[config.mk]
export PLATFORM = sky130hd
export DESIGN_NAME = fifo_uart_tx
export DESIGN_NICKNAME = d
export VERILOG_FILES = /design/src/rtl/uart_pkg.sv /design/src/rtl/uart_baud_counter.sv /design/src/rtl/fifo_uart_tx.sv
export SDC_FILE = /design/constraint.sdc
export NUM_CORES = 1
export LEC_CHECK = 0
export BUFFER_PORTS_ARGS = -buffer_cell sky130_fd_sc_hd__buf_2
export CORE_ASPECT_RATIO = 0.9
export CORE_MARGIN = 5
export CORE_UTILIZATION = 60
export DETAILED_ROUTE_END_ITERATION = 7
export GPL_ROUTABILITY_DRIVEN = 0
export GPL_TIMING_DRIVEN = 0
export PLACE_DENSITY = 0.79
export SYNTH_ARGS = -nofsm -noshare
export SYNTH_HDL_FRONTEND = slang
export SYNTH_SLANG_ARGS = --single-unit
[constraint.sdc]
create_clock -name clk -period 5.58 [get_ports clk]
set_input_delay 1.116 -clock clk [delete_from_list [all_inputs] [get_ports clk]]
set_output_delay 1.116 -clock clk [all_outputs]
set_load 0.05 [all_outputs]
[src/rtl/uart_pkg.sv]
// Shared definitions for the UART blocks: frame-sequencer states and parity modes.
package uart_pkg;

    typedef enum logic [2:0] {
        ST_IDLE,
        ST_START,
        ST_DATA,
        ST_PARITY,
        ST_STOP
    } uart_state_t;

    localparam int PAR_NONE = 0;
    localparam int PAR_EVEN = 1;
    localparam int PAR_ODD  = 2;

endpackage

[src/rtl/uart_baud_counter.sv]
// Bit-period timer: counts 0..CLKS_PER_BIT-1 and wraps, flagging the last and second-to-last cycles.
module uart_baud_counter #(
    parameter int CLKS_PER_BIT = 417
) (
    input  logic clk,
    input  logic rst,
    input  logic clear,
    output logic tick,
    output logic almost_tick
);

    localparam int CNT_W = $clog2(CLKS_PER_BIT);

    logic [CNT_W-1:0] count;

    always_ff @(posedge clk) begin
        if (rst || clear) begin
            count <= '0;
        end else if (tick) begin
            count <= '0;
        end else begin
            count <= count + 1'b1;
        end
    end

    assign tick        = (count == CNT_W'(CLKS_PER_BIT - 1));
    // Lets a consumer register a strobe that lands on the final cycle of the period.
    assign almost_tick = (count == CNT_W'(CLKS_PER_BIT - 2));

endmodule

[src/rtl/fifo_uart_tx.sv]
// Pops bytes from a FIFO read port and sends each as an async UART frame (start, LSB-first data, parity, stop).
//
// state     | meaning
// ----------+---------------------------------------------------------
// ST_IDLE   | line high; waiting for enable && !fifo_empty
// ST_START  | start bit (tx=0) for one bit period
// ST_DATA   | DATA_WIDTH data bits, LSB first
// ST_PARITY | parity bit of the latched word (only when PARITY != 0)
// ST_STOP   | STOP_BITS stop bits; frame_done in the final cycle
module fifo_uart_tx
    import uart_pkg::*;
#(
    parameter int DATA_WIDTH   = 8,
    parameter int CLKS_PER_BIT = 417,
    parameter int PARITY       = PAR_NONE,
    parameter int STOP_BITS    = 1
) (
    input  logic                  clk,
    input  logic                  rst,
    input  logic                  enable,
    input  logic [DATA_WIDTH-1:0] fifo_data,
    input  logic                  fifo_empty,
    output logic                  fifo_rd_en,
    output logic                  tx,
    output logic                  busy,
    output logic                  frame_done
);

    generate
        if (CLKS_PER_BIT < 2) begin : g_bad_cpb
            $error("fifo_uart_tx: CLKS_PER_BIT must be at least 2");
        end
        if (STOP_BITS != 1 && STOP_BITS != 2) begin : g_bad_stop
            $error("fifo_uart_tx: STOP_BITS must be 1 or 2");
        end
        if (PARITY < 0 || PARITY > 2) begin : g_bad_parity
            $error("fifo_uart_tx: PARITY must be 0, 1 or 2");
        end
        if (DATA_WIDTH < 1) begin : g_bad_width
            $error("fifo_uart_tx: DATA_WIDTH must be at least 1");
        end
    endgenerate

    localparam int                BIT_W     = (DATA_WIDTH > 1) ? $clog2(DATA_WIDTH) : 1;
    localparam logic [BIT_W-1:0]  LAST_BIT  = BIT_W'(DATA_WIDTH - 1);
    localparam logic              STOP_LAST = (STOP_BITS == 2);

    uart_state_t           state;
    logic [DATA_WIDTH-1:0] shreg;
    logic [DATA_WIDTH-1:0] shreg_next;
    logic                  par_bit;
    logic [BIT_W-1:0]      bit_cnt;
    logic                  stop_cnt;
    logic                  stop_last;
    logic                  tick;
    logic                  almost_tick;
    logic                  baud_clear;

    assign baud_clear = (state == ST_IDLE);
    assign shreg_next = shreg >> 1;
    assign stop_last  = (stop_cnt == STOP_LAST);

    uart_baud_counter #(
        .CLKS_PER_BIT(CLKS_PER_BIT)
    ) u_baud (
        .clk         (clk),
        .rst         (rst),
        .clear       (baud_clear),
        .tick        (tick),
        .almost_tick (almost_tick)
    );

    always_ff @(posedge clk) begin
        if (rst) begin
            state      <= ST_IDLE;
            shreg      <= '0;
            par_bit    <= 1'b0;
            bit_cnt    <= '0;
            stop_cnt   <= 1'b0;
            tx         <= 1'b1;
            busy       <= 1'b0;
            fifo_rd_en <= 1'b0;
            frame_done <= 1'b0;
        end else begin
            fifo_rd_en <= 1'b0;
            frame_done <= 1'b0;
            case (state)
                ST_IDLE: begin
                    if (enable && !fifo_empty) begin
                        // Parity is fixed at latch time so later FIFO head changes cannot affect it.
                        shreg      <= fifo_data;
                        par_bit    <= (^fifo_data) ^ (PARITY == PAR_ODD);
                        fifo_rd_en <= 1'b1;
                        tx         <= 1'b0;
                        busy       <= 1'b1;
                        state      <= ST_START;
                    end
                end
                ST_START: begin
                    if (tick) begin
                        tx    <= shreg[0];
                        state <= ST_DATA;
                    end
                end
                ST_DATA: begin
                    if (tick) begin
                        if (bit_cnt == LAST_BIT) begin
                            bit_cnt <= '0;
                            if (PARITY != PAR_NONE) begin
                                tx    <= par_bit;
                                state <= ST_PARITY;
                            end else begin
                                tx       <= 1'b1;
                                stop_cnt <= 1'b0;
                                state    <= ST_STOP;
                            end
                        end else begin
                            bit_cnt <= bit_cnt + 1'b1;
                            shreg   <= shreg_next;
                            tx      <= shreg_next[0];
                        end
                    end
                end
                ST_PARITY: begin
                    if (tick) begin
                        tx       <= 1'b1;
                        stop_cnt <= 1'b0;
                        state    <= ST_STOP;
                    end
                end
                ST_STOP: begin
                    if (almost_tick && stop_last) begin
                        frame_done <= 1'b1;
                    end
                    if (tick) begin
                        if (stop_last) begin
                            busy  <= 1'b0;
                            state <= ST_IDLE;
                        end else begin
                            stop_cnt <= 1'b1;
                        end
                    end
                end
                default: begin
                    tx    <= 1'b1;
                    busy  <= 1'b0;
                    state <= ST_IDLE;
                end
            endcase
        end
    end

endmodule

==> out/results.tsv <==
stage	metric	value	unit
power_and_ir_drop	powerDensity	230	mW/mm^2
timing	holdWs	0.488	ns
cells_and_area	layout-drive-gt1-share	0.213	
floorplan	dieWidth	60.0	um
cells_and_area	seqCellArea	541	um^2
worst_setup_path	end_kind	flop	
timing	setup_ws	3.24	ns
cells_and_area	nFillCells	178	
yosys	synthTopCellsByArea	dfxtp_1 40%, mux2i_1 5.9%, a311oi_1 4.5%, a21oi_1 4.4%, ha_1 3.7%	
floorplan	fp-row-count	16	
floorplan	fp.dieH	55.0	um
yosys	syn_area_per_cell	9.59	um^2
worst_setup_path	critical_path.slowest_cell	or4b_4	
clocking	numCtsBuffers	3	
worst_setup_path	required	5.83	ns
floorplan	core	0.00216	mm^2
yosys	synth_top_area_frac	0.400	
yosys	synth_area	0.00135	mm^2
worst_setup_path	path_cells	buf_2 > or4b_4 > o22ai_2 > buf_4 > a21oi_1 > a311oi_1	
power_and_ir_drop	p_leak	0.584	nW
worst_setup_path	cp.buffers_inverters	2	
min_path	min_to	bit_cnt[2]	
cells_and_area	multi_input_comb_area	722	um^2
clocking	h-tree-depth	1	
cells_and_area	final_area	0.00149	mm^2
worst_setup_path	crit_arrival	2.59	ns
clocking	ctsResizeCount	0	
power_and_ir_drop	power	343	uW
yosys	syn_inst	141	
floorplan	die_area	0.00330	mm^2
timing	fin_crit	2.34	ns
worst_setup_path	rr_startpoint	u_baud.count[2]	
routing	drt_wl_total	2660	um
routing	drt-initial-drc-count	34	
yosys	synth_top_area_cell	dfxtp_1	
min_path	min_from	bit_cnt[2]	
timing	fin_setup_tns	0	ns
grt	grt_max_degree	16	
timing	fin_skew	0.00287	ns
clocking	clk_pin_slew_worst_paths	0.14	ns
routing	wl_per_cell	14.2	um
grt	antenna_found_initial	0	
cells_and_area	layout_commonest_cell	dfxtp_1	
worst_setup_path	path_class	in -> reg	
routing	ant_nets	0	
clocking	cts_root_buf	clkbuf_4	
timing	rsz0062_at_grt	false	
grt	track_usage	0.177	
worst_setup_path	worst-path-max-fanout	10	
routing	firstDrtPassIters	4	
place	dpl_worst_slack	2.88	ns
yosys	synth_edf_count	0	
timing	max_freq	0.428	GHz
clocking	cts_sinks	27	
cells_and_area	layout_common_cells	27 x dfxtp_1, 15 x buf_2, 13 x nor2_1	
clocking	clockBufferDepth	2	
floorplan	start_util	0.626	
worst_setup_path	r2r_cells	5	
grt	grt_pass1_wl	4370	um
worst_setup_path	startpoint_type	input pin	
timing	post-route-period-util	0.419	
yosys	syn_nets	157	
place	placed_area	0.00146	mm^2
clocking	clk_latency	0.33	ns
worst_setup_path	cpPeakStageDelay	0.52	ns
routing	vias	1104	
worst_setup_path	r2r_slack	3.55	ns
timing	tightest_slew	0.875	ns
floorplan	pin_count	16	
worst_setup_path	cp_top_family	compound AO/OA/AOI/OAI gates	
yosys	synth-async-reset-ratio	0	
cells_and_area	antennaDiodeCount	0	
place	io_buffer_count	15	
yosys	ys_seq_area_frac	0.400	
routing	drc	0	
clocking	holdBufCountCts	0	
cells_and_area	area_delta_synth_final	10.1	%
worst_setup_path	r2r_end	shreg[3]	
power_and_ir_drop	peakVddDrop	0.231	mV
place	dp_hpwl	1980	um
grt	grt-ovfl-total	0	
clocking	post_cts_buffers	0	
clocking	cts_tree	done	
cells_and_area	final_nets	177	
yosys	yosys_warnings	0	
yosys	yosys.cell_types.count	44	
grt	grt_pass1_vias	1024	
min_path	min_path_cells	2	
yosys	synth-main-ff-cell	dfxtp_1	
routing	vias_per_cell	5.90	
timing	slew_viol_final	0	
timing	worst_slew_margin_rel	0.408	
run	cap_violations	0	
min_path	holdCritPathClass	reg -> reg	
outcome	status	finished clean	
timing	final-hold-violation-count	0	
yosys	synth-seq-cells	27	
timing	setup_viol	0	
routing by layer:
layer	share of wire	global-route usage
met5	0	0
met4	0.019	0.0664
met3	0.046	0.0487
met2	0.46	0.297
met1	0.47	0.216
Yosys cell counts, types with 2 or more instances:
library cell / instances
clkbuf_1: 3
nand3_1: 6
o21ai_0: 4
nor3_1: 6
a21oi_1: 12
inv_1: 3
buf_4: 2
or4b_4: 2
nand2_1: 4
ha_1: 4
or3b_2: 2
nor2_1: 13
o21a_1: 2
a311oi_1: 7
xor2_1: 4
xnor2_1: 3
dfxtp_1: 27
clkbuf_8: 3
nand2b_1: 2
mux2i_1: 8
power breakdown:
| group | total, mW | switching, mW | internal [mW] |
|---|---|---|---|
| combinational | 0.0516 | 0.0292 | 0.0225 |
| clock | 0.0852 | 0.0583 | 0.0270 |
| sequential | 0.206 | 0.00474 | 0.201 |
| total | 0.343 | 0.0922 | 0.251 |
sequential cells by signal (all words and copies together), names as in the netlist:
signal	flops
bit_cnt	3
busy	1
shreg	8
frame_done	1
tx	1
state	3
u_baud.count	9
fifo_rd_en	1
cells by family after synthesis:
logic type / synth area share
and+or+nand+nor: 0.215
AOI/OAI and AO/OA: 0.178
DFF: 0.400
buffers and inverters: 0.0666
muxes: 0.0592
xor gates and xnor gates: 0.0453
adders and majority gates: 0.0370
how the worst max path moves through the flow:
stage,cells after the start,start,slack [ns],to
after CTS,6,fifo_empty,3.25,shreg[3]
after floorplan,5,fifo_empty,3.18,shreg[2]
after global placement,6,fifo_empty,2.93,shreg[4]
after global routing,6,fifo_empty,3.18,shreg[3]
final,6,fifo_empty,3.24,shreg[3]
after detailed placement,6,fifo_empty,2.88,shreg[3]
layout make-up:
| class | count | area share |
|---|---|---|
| inverters | 3 | 0.00756 |
| multi-input cells | 102 | 0.485 |
| well taps | 27 | 0.0227 |
| plain buffers | 9 | 0.0529 |
| clock inverters | 1 | 0.00336 |
| repair buffers | 15 | 0.0504 |
| clock buffers | 3 | 0.0151 |
| flip-flops and latches | 27 | 0.363 |
through the flow:
stage / instances / util
CTS: 187 / 0.689
floorplan: 141 / -
global route: 187 / 0.689
detailed placement: 183 / 0.676
finish: 187 / 0.689
global placement: 183 / 0.676
worst register-to-register path, cell delays in order, from the launching register on:
cell	delay, ns
dfxtp_1	0.40
or4b_4	0.60
o21ai_1	0.38
buf_4	0.25
a21oi_1	0.08
a311oi_1	0.24
No activity file was read; power rests on OpenSTA's default activity.
